## src/rtl/mips_io_pkg.sv

```systemverilog
// Shared constants and helpers for the mips_mem memory-mapped output port.
// Contents:
//   WORD_WIDTH       default bus width of the mips data path
//   IO_ADDR_DEFAULT  store address that feeds the output FIFO
//   CLR_ADDR_DEFAULT store address that clears the sticky overflow state
//   mips_word_t      one bus word
//   ptr_width()      FIFO pointer width: index bits plus one wrap bit
package mips_io_pkg;

  localparam int unsigned WORD_WIDTH = 8;

  localparam logic [WORD_WIDTH-1:0] IO_ADDR_DEFAULT  = 8'hFF;
  localparam logic [WORD_WIDTH-1:0] CLR_ADDR_DEFAULT = 8'hFE;

  typedef logic [WORD_WIDTH-1:0] mips_word_t;

  // The extra MSB distinguishes full from empty when the indices match.
  function automatic int unsigned ptr_width(input int unsigned depth);
    return $clog2(depth) + 1;
  endfunction

endpackage

```

## src/rtl/mips_io_fifo.sv

```systemverilog
// Show-ahead synchronous FIFO (DEPTH x WIDTH) for the mips output port.
// Ports:
//   clk    in   rising-edge clock
//   reset  in   asynchronous, active-low reset; discards all contents
//   push   in   write wdata at the clock edge (ignored while full)
//   wdata  in   entry to write
//   pop    in   advance the head at the clock edge (ignored while empty)
//   rdata  out  head entry, forced to zero while empty
//   empty  out  no entries held
//   full   out  DEPTH entries held
module mips_io_fifo
  import mips_io_pkg::*;
#(
  parameter int unsigned WIDTH = WORD_WIDTH,
  parameter int unsigned DEPTH = 4
) (
  input  logic             clk,
  input  logic             reset,
  input  logic             push,
  input  logic [WIDTH-1:0] wdata,
  input  logic             pop,
  output logic [WIDTH-1:0] rdata,
  output logic             empty,
  output logic             full
);

  localparam int unsigned AW = $clog2(DEPTH);
  localparam int unsigned PW = ptr_width(DEPTH);

  logic [PW-1:0]    wr_ptr;
  logic [PW-1:0]    rd_ptr;
  logic [WIDTH-1:0] mem [DEPTH];
  logic             do_push;
  logic             do_pop;

  assign empty   = (wr_ptr == rd_ptr);
  assign full    = (wr_ptr[AW-1:0] == rd_ptr[AW-1:0]) && (wr_ptr[AW] != rd_ptr[AW]);
  assign do_push = push & ~full;
  assign do_pop  = pop & ~empty;

  // Masking with empty gives a zero head after reset without clearing the array.
  assign rdata = empty ? '0 : mem[rd_ptr[AW-1:0]];

  // Pointer registers; wrap naturally modulo 2*DEPTH.
  always_ff @(posedge clk or negedge reset) begin
    if (!reset) begin
      wr_ptr <= '0;
      rd_ptr <= '0;
    end else begin
      if (do_push) wr_ptr <= wr_ptr + PW'(1);
      if (do_pop)  rd_ptr <= rd_ptr + PW'(1);
    end
  end

  // Storage array; contents are don't-care until written.
  always_ff @(posedge clk) begin
    if (do_push) mem[wr_ptr[AW-1:0]] <= wdata;
  end

endmodule

```

## src/rtl/mips_io_port.sv

```systemverilog
// Memory-mapped output port snooping the mips_mem store bus.
// Stores to IO_ADDR are queued in a FIFO and drained over valid/ready;
// stores to a full FIFO are dropped and set a sticky overflow flag,
// which a store to CLR_ADDR clears (a same-cycle drop wins).
// Optional feature macro: MIPS_IO_DROP_CNT_EN adds a saturating drop_count.
// Ports:
//   clk         in   rising-edge clock
//   reset       in   asynchronous, active-low reset
//   memwrite    in   CPU store strobe
//   adr         in   CPU store address
//   writedata   in   CPU store data
//   out_data    out  FIFO head, zero while out_valid=0
//   out_valid   out  FIFO not empty
//   out_ready   in   consumer accepts out_data this cycle
//   full        out  FIFO holds DEPTH entries
//   overflow    out  sticky: a store to IO_ADDR was dropped
//   drop_count  out  (MIPS_IO_DROP_CNT_EN only) saturating dropped-store count
module mips_io_port
  import mips_io_pkg::*;
#(
  parameter int unsigned      WIDTH    = WORD_WIDTH,
  parameter int unsigned      DEPTH    = 4,
  parameter logic [WIDTH-1:0] IO_ADDR  = WIDTH'(IO_ADDR_DEFAULT),
  parameter logic [WIDTH-1:0] CLR_ADDR = WIDTH'(CLR_ADDR_DEFAULT)
) (
  input  logic             clk,
  input  logic             reset,
  input  logic             memwrite,
  input  logic [WIDTH-1:0] adr,
  input  logic [WIDTH-1:0] writedata,
  output logic [WIDTH-1:0] out_data,
  output logic             out_valid,
  input  logic             out_ready,
  output logic             full,
  output logic             overflow
`ifdef MIPS_IO_DROP_CNT_EN
  ,
  output logic [WIDTH-1:0] drop_count
`endif
);

  logic io_store;
  logic clr_store;
  logic push;
  logic drop;
  logic pop;
  logic empty;

  // Address decode; full is the registered pre-pop state, so a drop
  // happens even when the consumer frees a slot in the same cycle.
  assign io_store  = memwrite && (adr == IO_ADDR);
  assign clr_store = memwrite && (adr == CLR_ADDR);
  assign push      = io_store & ~full;
  assign drop      = io_store & full;
  assign out_valid = ~empty;
  assign pop       = out_valid & out_ready;

  mips_io_fifo #(
    .WIDTH (WIDTH),
    .DEPTH (DEPTH)
  ) u_fifo (
    .clk   (clk),
    .reset (reset),
    .push  (push),
    .wdata (writedata),
    .pop   (pop),
    .rdata (out_data),
    .empty (empty),
    .full  (full)
  );

  // Sticky overflow flag; drop has priority over clear.
  always_ff @(posedge clk or negedge reset) begin
    if (!reset) begin
      overflow <= 1'b0;
    end else if (drop) begin
      overflow <= 1'b1;
    end else if (clr_store) begin
      overflow <= 1'b0;
    end
  end

`ifdef MIPS_IO_DROP_CNT_EN
  // Saturating drop counter; a drop coinciding with a clear restarts at one.
  always_ff @(posedge clk or negedge reset) begin
    if (!reset) begin
      drop_count <= '0;
    end else if (drop) begin
      if (clr_store) begin
        drop_count <= WIDTH'(1);
      end else if (drop_count != '1) begin
        drop_count <= drop_count + WIDTH'(1);
      end
    end else if (clr_store) begin
      drop_count <= '0;
    end
  end
`endif

endmodule

```

## config.mk

```make
export PLATFORM = sky130hd
export DESIGN_NAME = mips_io_port
export DESIGN_NICKNAME = d
export VERILOG_FILES = /design/src/rtl/mips_io_pkg.sv /design/src/rtl/mips_io_fifo.sv /design/src/rtl/mips_io_port.sv
export SDC_FILE = /design/constraint.sdc
export NUM_CORES = 1
export LEC_CHECK = 0
export CORE_UTILIZATION = 33
export DETAILED_ROUTE_END_ITERATION = 8
export RECOVER_POWER = 100
export SKIP_CTS_REPAIR_TIMING = 1
export SYNTH_ARGS = -nofsm -noshare
export SYNTH_HDL_FRONTEND = slang
export SYNTH_SLANG_ARGS = --single-unit
```

## constraint.sdc

```tcl
create_clock -name clk -period 2.4 [get_ports clk]
set_clock_uncertainty 0.2 [all_clocks]
set_input_delay 0.6 -clock clk [delete_from_list [all_inputs] [get_ports clk]]
set_output_delay 0.6 -clock clk [all_outputs]
set_load 0.01 [all_outputs]
```

After elaboration in Yosys (flattened, before gate mapping). Memories as Yosys holds them, arrays and structs flattened. Index checks and enable logic that the tools add are counted.

Register bits: 7. Bits in latches: 0. Memory bits (writable): 32. Memory bits (read-only): 0. Output and inout bits: 11. Word-level logic and storage cells: 27. Memories kept: 1.

Add/subtract/negate cells: 2. $mul: 0. Divide/modulo/power cells: 0. Magnitude comparators: 0. Equality and inequality tests: 5. Shifts and indexed selects: 0. Multiplexer cells: 5. Bitwise operators: 7. Reductions and logical operators: 4.

Memory list: u_fifo.mem (depth 4, bits a word 8, read ports 1, clocked after memory_dff 0, wr ports 1, RTL line mips_io_fifo.sv:32) `logic [WIDTH-1:0] mem [DEPTH];`.

Operators with widths (count): 8-bit equality test (second input constant) (2); 8-bit 2-to-1 mux (1); 3-bit by 1-bit adder with 3-bit output (second input constant) (2); 1-bit AND (5); 1-bit 2-to-1 mux (4); 3-bit equality test (1); 1-bit logical AND (3); 2-bit equality test (1); 1-bit NOT (2); 2-bit nonzero test (1); 1-bit != test (1).

Logic depth before layout (Yosys ltp). Gate-level depths: netlist of the first run.

Depth after elaboration: 7. Depth in mapped cells: 6. Depth with buffers taken out: 5.

Cells and area by module. A second synthesis of the first run with hierarchy kept.

Cell total of the unflattened synthesis: 104. Area, all modules: 1775.5 um2.

By module, submodules not included: mips_io_fifo (instances 1, cells an instance 95, area an instance 1700.4 um2, seq. area each 1111.1 um2); mips_io_port (instances 1, cells an instance 9, area an instance 75.1 um2, seq. area each 25.0 um2).

Worst setup path before layout of the first run. No wires, ideal clock.

Path kind: flip-flop to output port. Start: register u_fifo.rd_ptr[0]. End: output out_data[0]. Arrival time: 1245 ps. Setup slack: 355 ps. Cell stages (with the launch flop): 4. Buffers on the path: 1. Cells stage by stage: dfrtp_1 -> buf_6 -> mux4_1 -> and2_2.

Longest elaborated chain between the ends: 2. Elaborated cells on any way between the ends: 3. Those cells by class: 1 x eq/ne; 1 x mux; 1 x memory.

RTL lines: start, declared (RTL line mips_io_fifo.sv:31) `logic [PW-1:0] rd_ptr;`; start signal, assigned (RTL line mips_io_fifo.sv:51) `if (do_pop) rd_ptr <= rd_ptr + PW'(1);`; memory 4 x 8 bit / 3-bit equality test (equally long branches); 8-bit 2-to-1 mux (*) (RTL line mips_io_fifo.sv:42) `assign rdata = empty ? '0 : mem[rd_ptr[AW-1:0]];`; end, declared (RTL line mips_io_port.sv:31) `output logic [WIDTH-1:0] out_data,`.

Mark *: on every way between the ends. The rest lies on a longest branch, timed or not.

Worst setup path in the final report of the first run.
Start: register u_fifo.rd_ptr[0]. End: output out_data[4].

Same word-level chain as after synthesis.

==> impl_results.md, run 1 <==
* Status: finished with violations
* Failing checks: negative setup slack
* Remaining DRCs at 0
* Final setup fails at 7
* Worst-Margin Slew at 0.347 ns
* CP Max Fanout at 4
* CTS HTree Levels at 2
* Synthesized area per cell at 18.4 µm²
* Core ar. at 4850 µm²
* Layout cells sized above 1 at 39.3%
* Diodes inserted at 0
* Multi-input logic area at 528 µm²
* WL/cell at 14.1 µm
* CP Launch Type: flop
* Slowest-stage cell, CP: mux4_2
* DIE WIDTH at 74.1 µm
* Top-Level Pins at 31
* Most common cell after layout, fill and taps aside: edfxtp_1
* Clock Power Share at 26.3%
* Sequential cell area fraction in the yosys report at 66.2%
* Synth unique cells at 22
* Synthesis-to-finish area growth at 39.6%
* Routed vias/inst at 4.38
* CP endpoint kind: output port
* Final net count at 174
* Slew Limit Fails at 0
* Slew HR at 76.8%
* Die Area at 5490 µm²
* GPL Wtd Cong at 0.684
* CTS Buf Count at 5
* Worst-skew pair later-pin latency at 0.28 ns
* Switching pwr at 0.000596 W
* Area leader, netlist: edfxtp_1
* Final Hold Viols at 0
* Vias post-DR at 950
* Finished Cell Area at 2390 µm²
* CP cell instances: buf_4 > buf_6 > mux4_2 > and2_2 > clkbuf_2
* Worst-path clk slew at 0.06 ns
* Pin count of the biggest net entering global routing at 13
* Initial antenna violation count at 0
* Minimum clock period at 2.50 ns
* LEAKAGE at 0.962 nW
* Crit path required time at 1.60 ns
* Synth Flop Type: edfxtp_1
* Vias in the first global route at 998
* Total Wirelength at 3060 µm
* Logic pwr share at 40.2%
* Port bufs at 30
* Internal power at 0.00178 W
* TritonCTS clock tree: done
* Post-DRT Antenna Nets at 0
* Global-route wire length before repair at 4680 µm
* GRT overflow at 0
* Most frequent cells in the layout: edfxtp_1, buf_4, clkdlybuf4s50_1, dlygate4sd3_1, mux4_2
* Core Rows at 25
* Post-synth EDFFs at 32
* CTS Buffer Depth at 2
* Maximum vdd drop at 0.476 mV
* Crit path DAT at 1.70 ns
* Warnings from Yosys at 0
* Layout fillers at 427
* RSZ-0062 raised after global routing: true
* Synth top area share at 56.0%
* Top cells by area, synth: edfxtp_1, mux4_1, dfrtp_1
* Switching Share at 25.1%
* Gr usage total at 12.3%
* Sequential power share at 33.5%
* Setup_tns at -0.558 ns
* Pre-antenna DRT Iters at 4
* Period utilization at 104%
* Reg area at 1140 µm²
* Async SR Flop Fraction at 17.9%
* Initial Util at 35.4%
* Post-Syn Instances at 93
* Clock Sinks at 39
* Mapped cell area at 1720 µm²
* Root Buffer: clkbuf_8
* CP Class: flop to output port
* Hold WC Path Type: flop to flop
* Area after DPL at 2220 µm²
* Die Ht at 74.1 µm
* Iter 0 DRT Violations at 80
* Power Density at 992 nW/µm²
* Syn_nets at 118
* PnR worst setup slack at -0.105 ns
* Detailed placement HPWL at 2220 µm
* F_max at 399 MHz
* Max-Cap Viols at 0
* Flops & latches, synth at 39
* Crit-path max cell delay at 0.48 ns
[power by group through the flow]
stage,registers (W),clock network (W),logic (W)
3_3_place_gp,0.000804,0,0.000853
3_5_place_dp,0.000807,0,0.000861
6_report,0.000796,0.000625,0.000954
4_1_cts,0.000792,0.000640,0.000865
5_1_grt,0.000801,0.000667,0.00103
2_1_floorplan,0.000799,0,0.000477
[cells in the mapped netlist (2+ instances only)]
cell and instances:
mux4_1 7, xnor2_2 2, nand4_1 2, nand3_2 2, xor2_1 3, xnor2_1 2, edfxtp_1 32, buf_6 3
dfrtp_1 7, ha_1 5, and2_2 8, nor2_1 5, inv_1 6
[per-stage QoR]
stage	hold WS (ns)	cells	setup slack, ns	power, W	util [%]
after floorplan	0.104	93	0.355	0.00128	-
after global placement	0.303	206	-0.117	0.00166	45.8
after detailed placement	0.360	206	-0.155	0.00167	45.8
after CTS	0.374	214	-0.467	0.00230	48.5
after global routing	0.422	217	-0.175	0.00250	49.4
final	0.374	217	-0.105	0.00238	49.4
[routing by layer]
layer	share of wire [%]	vias to the layer above	track usage (%)
li1	-	457	-
met1	42	469	14.0
met2	53	18	21.3
met3	3.2	6	2.44
met4	2.5	0	7.69
met5	0	-	0
[path summary, 6_finish.rpt]
path | depth (start not counted) | to | slack (ns) | from
max reg2reg | 8 | u_fifo.mem[1][3] | 0.45 | u_fifo.rd_ptr[0]
min reg2reg | 2 | overflow | 0.37 | overflow
min in group asynchronous | 1 | u_fifo.wr_ptr[2] | 0.45 | reset
min | 2 | overflow | 0.37 | overflow
max | 5 | out_data[4] | -0.10 | u_fifo.rd_ptr[0]
max in group asynchronous | 1 | u_fifo.rd_ptr[0] | 1.29 | reset
[cell families after synthesis]
family                   share of synthesized area [%]
AO/OA/AOI/OAI                                    0.291
XOR/XNOR                                          4.45
adder cells (fa/ha/maj)                           3.65
buffers and inverters                             3.28
flip-flops                                        66.2
multiplexers                                      13.6
AND/OR/NAND/NOR                                   8.53
[area by class of cell]
| type | instances | share of cell area (%) |
|---|---|---|
| clock buffer | 6 | 3.03 |
| clock inverter | 2 | 2.51 |
| sequential | 39 | 47.4 |
| inverter | 6 | 0.940 |
| multi-input combinational | 45 | 22.0 |
| timing repair buffer | 52 | 20.5 |
| tap | 67 | 3.50 |
[sequential cells by signal, indices dropped and copies added, names as in the netlist]
signal and flops:
u_fifo.rd_ptr 3, u_fifo.mem 32, overflow 1, u_fifo.wr_ptr 3
[critical path: cells and delay by family, from the launching register on]
| kind | cells | cell delay (ns) |
|---|---|---|
| buffers and inverters | 3 | 0.36 |
| muxes | 1 | 0.48 |
| and+or+nand+nor | 1 | 0.20 |
| DFF | 1 | 0.39 |
No activity file was read; power rests on OpenSTA's default activity.
==> inputs of run 2 (changes only) <==
clock period = 2.25 ns   (was 2.4 ns; I/O delays follow)
==> run 2 against run 1 <==
Wire length rose by 2.4%. Setup slack got worse by 0.0047 ns. The flow still finishes with violations (negative setup slack). Combinational power rose by 17%. Clock power rose by 7.5%. Flip-flop and latch count did not move. Register-to-register slack got worse by 0.15 ns. Power rose by 11%. Hold slack got worse by 0.040 ns.
==> impl_results.md, run 2 (synthesized netlist as in run 1, its figures left out) <==
* Total Wirelength at 3130 µm (was 3060 µm)
* Period utilization at 105%
* Placement Setup Slack at -0.289 ns (was -0.155 ns)
* PnR worst setup slack at -0.110 ns (was -0.105 ns)
* CP Launch Type: flop (unchanged)
* Crit path required time at 1.49 ns (was 1.60 ns)
* Worst-Margin Slew at 0.334 ns (was 0.347 ns)
* CTS HTree Levels at 2 (unchanged)
* Worst reg2reg path depth at 8 (unchanged)
* Layout fillers at 395 (was 427)
* Vias in the first global route at 1,063 (was 998)
* Clock Power Share at 25.5% (was 26.3%)
* Routed vias/inst at 4.39 (was 4.38)
* Hold WC Path Type: flop to flop (unchanged)
* Core ar. at 4850 µm² (unchanged)
* Layout cells sized above 1 at 41.7% (was 39.3%)
* Final Hold Viols at 0 (unchanged)
* Sequential power share at 32.2% (was 33.5%)
* Vias post-DR at 956 (was 950)
* Die Area at 5490 µm² (unchanged)
* Met3 Track Usage GR at 3.25% (was 2.44%)
* Most numerous cell on the critical path: buf_6
* Logic pwr share at 42.3% (was 40.2%)
* Hold wc startpoint: overflow (unchanged)
* Power Density at 1090 nW/µm² (was 992 nW/µm²)
* Slowest-stage cell, CP: mux4_2 (unchanged)
* Initial Util at 35.4% (unchanged)
* Crit path DAT at 1.60 ns (was 1.70 ns)
* Reg2reg start: u_fifo.rd_ptr[0] (unchanged)
* Global-route wire length before repair at 5040 µm (was 4680 µm)
* DIE WIDTH at 74.1 µm (unchanged)
* Pin count of the biggest net entering global routing at 13 (unchanged)
* Top delay family on crit path: multiplexers (unchanged)
* Clock Sinks at 39 (unchanged)
* F_max at 424 MHz
* CP Class: flop to output port (unchanged)
* Internal power at 0.00198 W (was 0.00178 W)
* Buf+Inv Stages, Crit Path at 2 (was 3)
* Capturing point of the worst reg2reg path: u_fifo.mem[2][5] (was u_fifo.mem[1][3])
* CP cell instances: buf_6 > mux4_2 > and2_4 > buf_6 (was buf_4 > buf_6 > mux4_2 > and2_2 > clkbuf_2)
* TritonCTS clock tree: done (unchanged)
* Slew HR at 77.7% (was 76.8%)
* Tot Pwr at 0.00264 W (was 0.00238 W)
* CTS Buffer Depth at 2 (unchanged)
* Die Ht at 74.1 µm (unchanged)
* Synthesis-to-finish area growth at 41.2% (was 39.6%)
* Worst-skew pair later-pin latency at 0.28 ns (about the same)
* Fin util at 50.0% (was 49.4%)
* Status: finished with violations (unchanged)
* Diodes inserted at 0 (unchanged)
* Max-Cap Viols at 0 (unchanged)
* GPL Wtd Cong at 0.718 (was 0.684)
* Finished Cell Area at 2420 µm² (was 2390 µm²)
* Failing checks: negative setup slack (unchanged)
* Area after DPL at 2250 µm² (was 2220 µm²)
* Remaining DRCs at 0 (unchanged)
* Top-Level Pins at 31 (unchanged)
* Worst hold endpoint: overflow (unchanged)
* Most frequent cells in the layout: edfxtp_1, buf_4, clkdlybuf4s50_1 (was edfxtp_1, buf_4, clkdlybuf4s50_1, dlygate4sd3_1, mux4_2)
* Minimum clock period at 2.36 ns
* Flop2flop setup slack at 0.30 ns (was 0.45 ns)
* Most common cell after layout, fill and taps aside: edfxtp_1 (unchanged)
* Slew Limit Fails at 0 (unchanged)
* Pre-antenna DRT Iters at 4 (unchanged)
* Core Rows at 25 (unchanged)
* CP Max Fanout at 4 (unchanged)
* RSZ-0062 raised after global routing: true (unchanged)
* Iter 0 DRT Violations at 53 (was 80)
* WHS Path Cells at 2 (unchanged)
* LEAKAGE at 0.949 nW (was 0.962 nW)
* Port bufs at 30 (unchanged)
* CTS Buf Count at 5 (unchanged)
* WL/cell at 14.3 µm (was 14.1 µm)
* Post-DRT Antenna Nets at 0 (unchanged)
* Root Buffer: clkbuf_8 (unchanged)
* GR Util met1 at 15.0% (was 14.0%)
* Met2 Track Usage GR at 22.8% (was 21.3%)
* Busiest layer in global routing: met2 (unchanged)
* Final setup fails at 9 (was 7)
* Final net count at 175 (was 174)
* Worst-path clk slew at 0.07 ns (was 0.06 ns)
* Switching Share at 25.0% (was 25.1%)
* Crit-path max cell delay at 0.50 ns (was 0.48 ns)
* Detailed placement HPWL at 2250 µm (was 2220 µm)
* Switching pwr at 0.000660 W (was 0.000596 W)
* Initial antenna violation count at 0 (unchanged)
* CP endpoint kind: output port (unchanged)
* Maximum vdd drop at 0.456 mV (was 0.476 mV)
* Gr usage total at 13.0% (was 12.3%)
* Max reg flops at 32 (unchanged)
* GRT overflow at 0 (unchanged)
==> run 2: changes by cell type in the layout (fill, tap and decap cells not counted), sizes merged <==
cell           previous run  this run
buf                      25        31
clkbuf                    9         7
clkdlybuf4s50            10        11
dlygate4sd3              10         9
dlymetal6s2s              4         1
==> run 2: worst max path at each step <==
stage / cells after the start / from / endpoint
2_1_floorplan: 3 / u_fifo.rd_ptr[0] / out_data[0]
3_3_place_gp: 4 / u_fifo.rd_ptr[0] / out_data[0]
3_5_place_dp: 4 / u_fifo.rd_ptr[0] / out_data[2]
4_1_cts: 4 / u_fifo.rd_ptr[0] / out_data[0]
5_1_grt: 4 / u_fifo.rd_ptr[0] / out_data[3]
6_report: 4 / u_fifo.rd_ptr[0] / out_data[3]
==> run 2: tightest hold or removal path: stages (launching register included) <==
cell and delay [ns]:
dfrtp_1 0.35, a21oi_1 0.05, nor2_1 0.10
==> run 2: power groups by stage <==
stage	Sequential, W	Combinational [W]	Clock [W]
after detailed placement	0.000863	0.000954	0
final	0.000849	0.00112	0.000672
after CTS	0.000847	0.000964	0.000687
after global routing	0.000852	0.00120	0.000709
after floorplan	0.000852	0.000508	0
after global placement	0.000862	0.000934	0
==> run 2: routing by layer <==
layer	share of wire (%)	up-vias	wire length, µm
met2	53	15	1640
met3	2.5	6	78
met5	0	-	0
met1	43	479	1330
met4	2.4	0	75
li1	-	456	-
==> run 2: area by class of cell <==
cell class | instances | area [µm²] | share of cell area, %
clock inverter | 2 | 60.1 | 2.48
sequential | 39 | 1140 | 46.9
timing repair buffer | 53 | 513 | 21.2
clock buffer | 6 | 72.6 | 3.00
multi-input combinational | 45 | 534 | 22.1
tap | 67 | 83.8 | 3.46
inverter | 6 | 22.5 | 0.930
==> run 2: through the flow <==
| stage | hold slack [ns] | cells | TNS (ns) |
|---|---|---|---|
| 2_1_floorplan | 0.0669 | 93 | 0 |
| 3_3_place_gp | 0.300 | 208 | -3.42 |
| 3_5_place_dp | 0.333 | 208 | -5.38 |
| 4_1_cts | 0.345 | 216 | -5.51 |
| 5_1_grt | 0.379 | 218 | -1.41 |
| 6_report | 0.333 | 218 | -0.800 |
==> inputs of run 3 (changes only) <==
clock period = 2.75 ns   (was 2.25 ns; I/O delays follow)
==> run 3 against run 2 <==
The run now ends clean. Final area is 4.4% lower. Hold slack worse by 0.037 ns. Clock power is 18% lower. Wire length is 1.7% lower. Largest cell class unchanged. Critical path depth is 1 lower. Largest power group is now sequential cells. Combinational power is 37% lower. Count of clock-buffer cells in the layout stayed put. Via count is 3.6% lower. Power is 26% lower.
==> impl_results.md, run 3 (synthesized netlist as in run 1, its figures left out) <==
* Worst reg2reg path depth at 5 (was 8)
* Synthesis-to-finish area growth at 35.0% (was 41.2%)
* Slew HR at 62.2% (was 77.7%)
* Vias in the first global route at 977 (was 1,063)
* Initial Util at 35.4% (unchanged)
* Hold wc startpoint: u_fifo.rd_ptr[2] (was overflow)
* PnR worst setup slack at 0.101 ns (was -0.110 ns)
* Pin count of the biggest net entering global routing at 13 (unchanged)
* CP endpoint kind: output port (unchanged)
* Pre-antenna DRT Iters at 4 (unchanged)
* Most frequent cells in the layout: edfxtp_1, dlygate4sd3_1, clkdlybuf4s50_1 (was edfxtp_1, buf_4, clkdlybuf4s50_1)
* CP Launch Type: flop (unchanged)
* Worst hold endpoint: u_fifo.rd_ptr[2] (was overflow)
* LEAKAGE at 0.950 nW (was 0.949 nW)
* Logic pwr share at 35.8% (was 42.3%)
* CTS Buf Count at 5 (unchanged)
* Global-route wire length before repair at 4790 µm (was 5040 µm)
* Worst-Margin Slew at 0.567 ns (was 0.334 ns)
* Final Hold Viols at 0 (unchanged)
* Switching Share at 25.0% (about the same)
* WL/cell at 15.0 µm (was 14.3 µm)
* Vias post-DR at 922 (was 956)
* Core ar. at 4850 µm² (unchanged)
* Maximum vdd drop at 0.349 mV (was 0.456 mV)
* Initial antenna violation count at 0 (unchanged)
* Top-Level Pins at 31 (unchanged)
* Slew Limit Fails at 0 (unchanged)
* Internal power at 0.00147 W (was 0.00198 W)
* Clock Sinks at 39 (unchanged)
* Crit path required time at 1.86 ns (was 1.49 ns)
* Period utilization at 96.3%
* GPL Wtd Cong at 0.670 (was 0.718)
* Layout fillers at 421 (was 395)
* Worst-skew pair later-pin latency at 0.28 ns (about the same)
* Final setup fails at 0 (was 9)
* GRT overflow at 0 (unchanged)
* Status: finished, final reports clean (was finished with violations)
* Gr usage total at 12.6% (was 13.0%)
* Routed vias/inst at 4.50 (was 4.39)
* Most common cell after layout, fill and taps aside: edfxtp_1 (unchanged)
* Power Density at 845 nW/µm² (was 1090 nW/µm²)
* Sequential power share at 36.1% (was 32.2%)
* Crit path DAT at 1.76 ns (was 1.60 ns)
* Tot Pwr at 0.00196 W (was 0.00264 W)
* Die Area at 5490 µm² (unchanged)
* Max reg flops at 32 (unchanged)
* Flop2flop setup slack at 0.77 ns (was 0.30 ns)
* Core Rows at 25 (unchanged)
* Switching pwr at 0.000488 W (was 0.000660 W)
* Minimum clock period at 2.65 ns
* RSZ-0062 raised after global routing: false (was true)
* Remaining DRCs at 0 (unchanged)
* Port bufs at 30 (unchanged)
* Clock Power Share at 28.1% (was 25.5%)
* Root Buffer: clkbuf_8 (unchanged)
* Diodes inserted at 0 (unchanged)
* CTS HTree Levels at 2 (unchanged)
* Setup_tns at 0 ns (was -0.800 ns)
* WHS Path Cells at 1 (was 2)
* Final net count at 162 (was 175)
* Post-DRT Antenna Nets at 0 (unchanged)
* F_max at 378 MHz
* Worst-path clk slew at 0.07 ns (about the same)
* Capturing point of the worst reg2reg path: u_fifo.mem[3][3] (was u_fifo.mem[2][5])
* Detailed placement HPWL at 2210 µm (was 2250 µm)
* TritonCTS clock tree: done (unchanged)
* Iter 0 DRT Violations at 62 (was 53)
* Hold WC Path Type: flop to flop (unchanged)
* Placement Setup Slack at 0.109 ns (was -0.289 ns)
* CP Launch Point: u_fifo.wr_ptr[2] (was u_fifo.rd_ptr[0])
* Total Wirelength at 3080 µm (was 3130 µm)
* Layout cells sized above 1 at 23.9% (was 41.7%)
* CP Max Fanout at 11 (was 4)
* Die Ht at 74.1 µm (unchanged)
* Reg2reg start: u_fifo.rd_ptr[0] (unchanged)
* CP Class: flop to output port (unchanged)
* CTS Buffer Depth at 2 (unchanged)
* Max-Cap Viols at 0 (unchanged)
* DIE WIDTH at 74.1 µm (unchanged)
## run 3: cell count changes in the layout (fill, tap and decap cells not counted), sizes merged
cell | previous run | this run
dlygate4sd3 | 9 | 11
dlymetal6s2s | 1 | 8
clkdlybuf4s50 | 11 | 10
clkbuf | 7 | 10
clkdlybuf4s25 | 0 | 1
buf | 31 | 6
## run 3: critical path, stage by stage (launching register included)
cell and delay, ns:
dfrtp_1 0.41, xor2_1 0.26, nand3b_4 0.25, clkdlybuf4s50_1 0.56
## run 3: area by class of cell
cell class | instances | area (µm²) | area share (%)
Timing Repair Buffer | 40 | 392 | 16.9
Inverter | 6 | 22.5 | 0.972
Sequential cell | 39 | 1140 | 49.2
Clock buffer | 6 | 72.6 | 3.13
Multi-Input combinational cell | 45 | 546 | 23.6
Tap cell | 67 | 83.8 | 3.62
Clock inverter | 2 | 60.1 | 2.59
## run 3: worst max-delay path by stage
| stage | slack, ns | to |
|---|---|---|
| 6_report | 0.10 | out_valid |
| 5_1_grt | 0.01 | out_valid |
| 4_1_cts | -0.20 | out_data[4] |
| 3_5_place_dp | 0.11 | out_data[4] |
| 3_3_place_gp | 0.15 | out_data[3] |
| 2_1_floorplan | 0.62 | out_data[0] |
## run 3: routing by layer
metal	global-route usage [%]	routed length, µm	vias to the layer above
met5	0	0	-
met4	6.20	61	0
met3	4.20	109	6
met2	22.1	1710	15
met1	13.6	1190	462
li1	-	-	439
## run 3: per-stage QoR
step	util, %	std cells	hold WS [ns]	area, µm²
3_5_place_dp	43.7	194	0.279	2120
5_1_grt	47.8	205	0.308	2320
4_1_cts	46.4	202	0.291	2250
3_3_place_gp	43.7	194	0.276	2120
2_1_floorplan	-	93	0.192	1720
6_report	47.8	205	0.297	2320
## run 3: power groups by stage
stage | Combinational [W] | Sequential, W | Clock, W
after floorplan | 0.000416 | 0.000697 | 0
after global placement | 0.000646 | 0.000713 | 0
after detailed placement | 0.000653 | 0.000715 | 0
after CTS | 0.000655 | 0.000702 | 0.000560
after global routing | 0.000757 | 0.000711 | 0.000585
final | 0.000701 | 0.000707 | 0.000549
